==> config.mk <==
export PLATFORM = sky130hd
export DESIGN_NAME = alu_b
export DESIGN_NICKNAME = d
export VERILOG_FILES = /design/src/rtl/alu_b_pkg.sv /design/src/rtl/alu_b_sel.sv /design/src/rtl/alu_b.sv
export SDC_FILE = /design/constraint.sdc
export NUM_CORES = 1
export LEC_CHECK = 0
export ABC_AREA = 1
export BUFFER_PORTS_ARGS = -buffer_cell sky130_fd_sc_hd__buf_2
export CORE_AREA = 2 2 62 64
export CTS_BUF_LIST = sky130_fd_sc_hd__clkbuf_8 sky130_fd_sc_hd__clkbuf_16
export CTS_CLUSTER_DIAMETER = 60
export DETAILED_ROUTE_END_ITERATION = 8
export DIE_AREA = 0 0 64 66
export PLACE_DENSITY = 0.82
export SLEW_MARGIN = 10
export SYNTH_ARGS = -nofsm -noshare
export SYNTH_HDL_FRONTEND = slang
export SYNTH_HIERARCHICAL = 1
export SYNTH_SLANG_ARGS = --single-unit
==> constraint.sdc <==
create_clock -name clk -period 1.43 [get_ports clk]
set_input_delay 0.2145 -clock clk [delete_from_list [all_inputs] [get_ports clk]]
set_output_delay 0.2145 -clock clk [all_outputs]
set_load 0.005 [all_outputs]
==> src/rtl/alu_b_pkg.sv <==
// alu_b_pkg: shared opcode constants and default widths for the ALU B-operand path
package alu_b_pkg;
  localparam int DATA_W = 32;
  localparam int OP_W = 6;
  localparam logic [5:0] IROP = 6'h00;
  localparam logic [5:0] IJ = 6'h02;
  localparam logic [5:0] IADDI = 6'h08;
  localparam logic [5:0] IORI = 6'h0D;
  localparam logic [5:0] ILW = 6'h23;
  localparam logic [5:0] ISW = 6'h2B;
endpackage

==> src/rtl/alu_b_sel.sv <==
// alu_b_sel: combinational B-operand select and valid decode from the execute opcode
module alu_b_sel
  import alu_b_pkg::*;
#(
  parameter int WIDTH = DATA_W,
  parameter int OPW = OP_W
) (
  input  logic [OPW-1:0]   E_op,
  input  logic [WIDTH-1:0] E_valB,
  output logic [WIDTH-1:0] nextB,
  output logic             nextValid
);
  // case (not ==) so an X/Z opcode falls through to the zero/invalid default
  always_comb begin
    nextB = '0;
    nextValid = 1'b0;
    case (E_op)
      OPW'(IROP), OPW'(IADDI), OPW'(IORI), OPW'(ILW), OPW'(ISW): begin
        nextB = E_valB;
        nextValid = 1'b1;
      end
      OPW'(IJ): nextValid = 1'b1;
      default: ;
    endcase
  end
endmodule

==> src/rtl/alu_b.sv <==
// alu_b: registered ALU operand B with valid flag, stall hold and synchronous reset
module alu_b
  import alu_b_pkg::*;
#(
  parameter int WIDTH = DATA_W,
  parameter int OPW = OP_W
) (
  input  logic             clk,
  input  logic             rst,
  input  logic [OPW-1:0]   E_op,
  input  logic [WIDTH-1:0] E_valB,
  input  logic             stall,
  output logic [WIDTH-1:0] e_aluB,
  output logic             e_aluB_valid
);
  logic [WIDTH-1:0] nextB;
  logic nextValid;
  alu_b_sel #(.WIDTH(WIDTH), .OPW(OPW)) sel (
    .E_op(E_op),
    .E_valB(E_valB),
    .nextB(nextB),
    .nextValid(nextValid)
  );
  always_ff @(posedge clk) begin
    if (rst) begin
      e_aluB <= '0;
      e_aluB_valid <= 1'b0;
    end else if (!stall) begin
      e_aluB <= nextB;
      e_aluB_valid <= nextValid;
    end
  end
endmodule

==> impl_summary.md <==
Clocking
The clock-pin slew of the registers on the worst-case setup and hold paths is around 0.070 ns. The TritonCTS clock tree is built. The later-pin clock latency in the skew report is roughly 0.28 ns. Once the clock tree was built, the resizer swapped 0 gates to a different size. The depth of the CTS H-tree is 2. Clock tree synthesis selected as its root buffer the cell sky130_fd_sc_hd__clkbuf_8. The count of hold buffers inserted by post-cts repair is 0. The clock sink count is 33.

The buffer depth of the longest clock path is 2. The total CTS buffers is 5. The post-CTS repair timing setup buffer count is 0.

Drt
The average wire per cell in the routed design is ~8.3 um. The routed design has around 3.5 mm of wire. Using the TritonRoute via totals, the vias-per-cell ratio works out to ~4.0. The detailed-routing iteration count for the pre-antenna-repair pass is 4. The residual antenna-violating net count after detailed routing is 0.

The routed layout has roughly 1700 vias. For this block, the initial DRC count from the detailed router was around 120. The number of remaining DRC errors is 0.

Synthesis
The number of nets handed over by synthesis was 340. Of the post-synthesis cell area, the dominant cell type holds 38.1%. The number of distinct standard cells referenced by the synthesized netlist is 11. The Yosys step of the flow raised 6 warnings.

The netlist area before placement is roughly 1700 um2. The main flop type after synthesis is sky130_fd_sc_hd__dfxtp_1. Sequential cells were found to cover around two fifths of the synthesized design area. By area the synthesized netlist is led by sky130_fd_sc_hd__dfxtp_1, sky130_fd_sc_hd__nand2_1, sky130_fd_sc_hd__nor2_1. The cell accounting for the most synthesized area is sky130_fd_sc_hd__dfxtp_1.

The share of synthesized registers carrying an async set or reset is 0%. The cell with the most instances after synthesis is sky130_fd_sc_hd__nand2_1. The count of flip-flops with a built-in enable after synthesis is 0.

The synthesized design contains 33 register bits. The average size of a mapped cell is around 5.8 um2. After technology mapping, the gate count stands at roughly 300. Ranked by instance count, the synthesized netlist is headed by sky130_fd_sc_hd__nand2_1, sky130_fd_sc_hd__nor2_1, sky130_fd_sc_hd__inv_1, sky130_fd_sc_hd__dfxtp_1.

Floorplanning
between 70 and 80 I/O pins were placed. After floorplanning, the core was divided into 22 placement rows. The core region is between 3000 and 4000 um2. The floorplan step defined a die boundary enclosing 4220 um2. The floorplan step set the die width to roughly 64 um.

The die extent in y is approximately 66 um. The initial standard-cell utilization of the core is around half.

GRT
The first global-routing pass estimated slightly above 6 mm of wire. Entering global routing, the biggest net connects 67 pins. The number of global-route vias before repair is between 1000 and 1500. The initial antenna violation count came to 0. Across every metal layer, demand over resource in global routing totals a little under a fifth. The total congestion overflow after global routing is 0.

Critical path
The number of buffers and inverters on the critical path is 1. Walking the worst path, the cells encountered are buf_2. The worst register-to-register path has a depth of 4.

Data on the critical path is required at its endpoint by between 1 and 1.5 ns. The worst setup path is launched from a flop. The standard cell with the maximum stage delay on the critical path is sky130_fd_sc_hd__dfxtp_1. The family with the most delay on the worst path is flip-flops.

In this run the number of cells on the critical path is 1. At the worst endpoint, the arrival time is between 0.7 and 0.8 ns. The critical setup path kind is reg -> out. The maximum fanout along the worst path is 2.

The type of destination of the critical path is an output port. The worst stage delay on the critical path is 0.35 ns.

Pwr
The switching power is 0.533 mW. Net switching is between 20% and 30% of the power. The share of total power dissipated in sequential elements is between 40 and 50%.

Internal power comes to 1.69 mW. The leakage power figure is between 1 and 1.5 nW. The share of total power dissipated in the clock network is 40.5%.

The power density normalized to cell area is 990 nW/um2. IR analysis of the VDD net gives a maximum drop of 0.000539 V. Combinational logic is responsible for around 15% of the overall power.

Timing
The count of final max-slew check failures is 0. The share of the clock period used by the worst path after layout is 67.2%. The number of hold-slack violations in the final timing report is 0.

At the pin with the least slew margin, the transition time is between 0.3 and 0.4 ns. Setup repair after global routing left no endpoint under its margin. The setup TNS after final layout is 0 ns. On the final layout, the worst clock skew is 0 ns. The relative slew slack is 77.4%. Setup violations remaining at the end of the flow were counted as 0.

The highest clock frequency the design can meet is 1.04 GHz. The worst path in the final design needs a cycle of just under 1 ns, including I/O delays and setup.

Cells and area
The number of nets in the layout is 411. Once layout is complete, the utilization of the core stands at between 60% and 70%. The layout overhead on the synthesized area is 29.6%.

The post-route netlist has ~25% of its cells at a drive strength greater than 1. The repair_antennas step left the layout with diodes totalling 0.

Worst hold path
The tightest min-delay check is of the in -> reg type. Counting instances, the worst hold path has a depth of 5.

Placed design
The wire-length estimate of the detail-placed layout is 2.36 mm. The congestion estimate from routability-driven global placement came to between 0.7 and 0.8. Input and output buffers added on the ports amount to 73.

Job
The max-cap violation count is 0.

Outcome
The run finished with clean final reports.
-- per-layer routing --
metal / wire [um] / track usage, %
met1: 1660 / 22.4
met2: 1460 / 29.4
met3: 306 / 6.47
met4: 27 / 5.71
met5: 0 / 0
-- worst paths after layout --
path	startpoint	endpoint	slack (ns)
worst min register to register	e_aluB[9]$_SDFFE_PP0N_	e_aluB[9]$_SDFFE_PP0N_	0.50
worst min-delay path	E_valB[26]	e_aluB[26]$_SDFFE_PP0N_	0.23
worst max register to register	e_aluB[19]$_SDFFE_PP0N_	e_aluB[19]$_SDFFE_PP0N_	0.79
worst max-delay path	e_aluB[19]$_SDFFE_PP0N_	e_aluB[19]	0.47
-- sequential cells by signal (all words and copies together), names as in the netlist --
signal	cells
e_aluB	32
e_aluB_valid	1
-- cell usage in the layout, fill, tap and decap left out, drive strengths merged --
cell      count
buf          77
bufinv        1
clkbuf        6
clkinvlp      1
dfxtp        33
inv          71
nand2       106
nand3         4
nor2         72
-- final cells by class --
cell class / count / area (um2)
Tap cell: 48 / 60.1
Clock inverter: 2 / 37.5
Timing Repair Buffer: 77 / 433
Inverter: 71 / 267
Fill cell: 340 / 1310
Clock buffer: 6 / 82.6
Multi-Input combinational cell: 182 / 706
Sequential cell: 33 / 661
-- through the flow --
stage / cell area [um2] / power [mW] / hold WS (ns) / worst slack (ns) / instances
after floorplan: 1730 / 1.21 / 0.408 / 0.442 / 299
after global placement: 2130 / 1.34 / 0.491 / 0.257 / 411
after detailed placement: 2130 / 1.34 / 0.492 / 0.215 / 411
after CTS: 2250 / 2.26 / 0.224 / 0.456 / 419
after global routing: 2250 / 2.36 / 0.244 / 0.321 / 419
final: 2250 / 2.22 / 0.232 / 0.469 / 419
-- power by group through the flow --
stage | combinational (mW) | clock, mW | sequential [mW]
2_1_floorplan | 0.193 | 0 | 1.02
3_3_place_gp | 0.327 | 0 | 1.01
3_5_place_dp | 0.332 | 0 | 1.01
4_1_cts | 0.334 | 0.935 | 0.992
5_1_grt | 0.388 | 0.979 | 0.997
6_report | 0.331 | 0.900 | 0.992
-- cell families after synthesis --
logic type | count (synthesis) | share of synthesized area [%]
simple gates | 182 | 40.7
buf+inv | 84 | 21.2
flops | 33 | 38.1
Power figures use the tool's default switching activity.
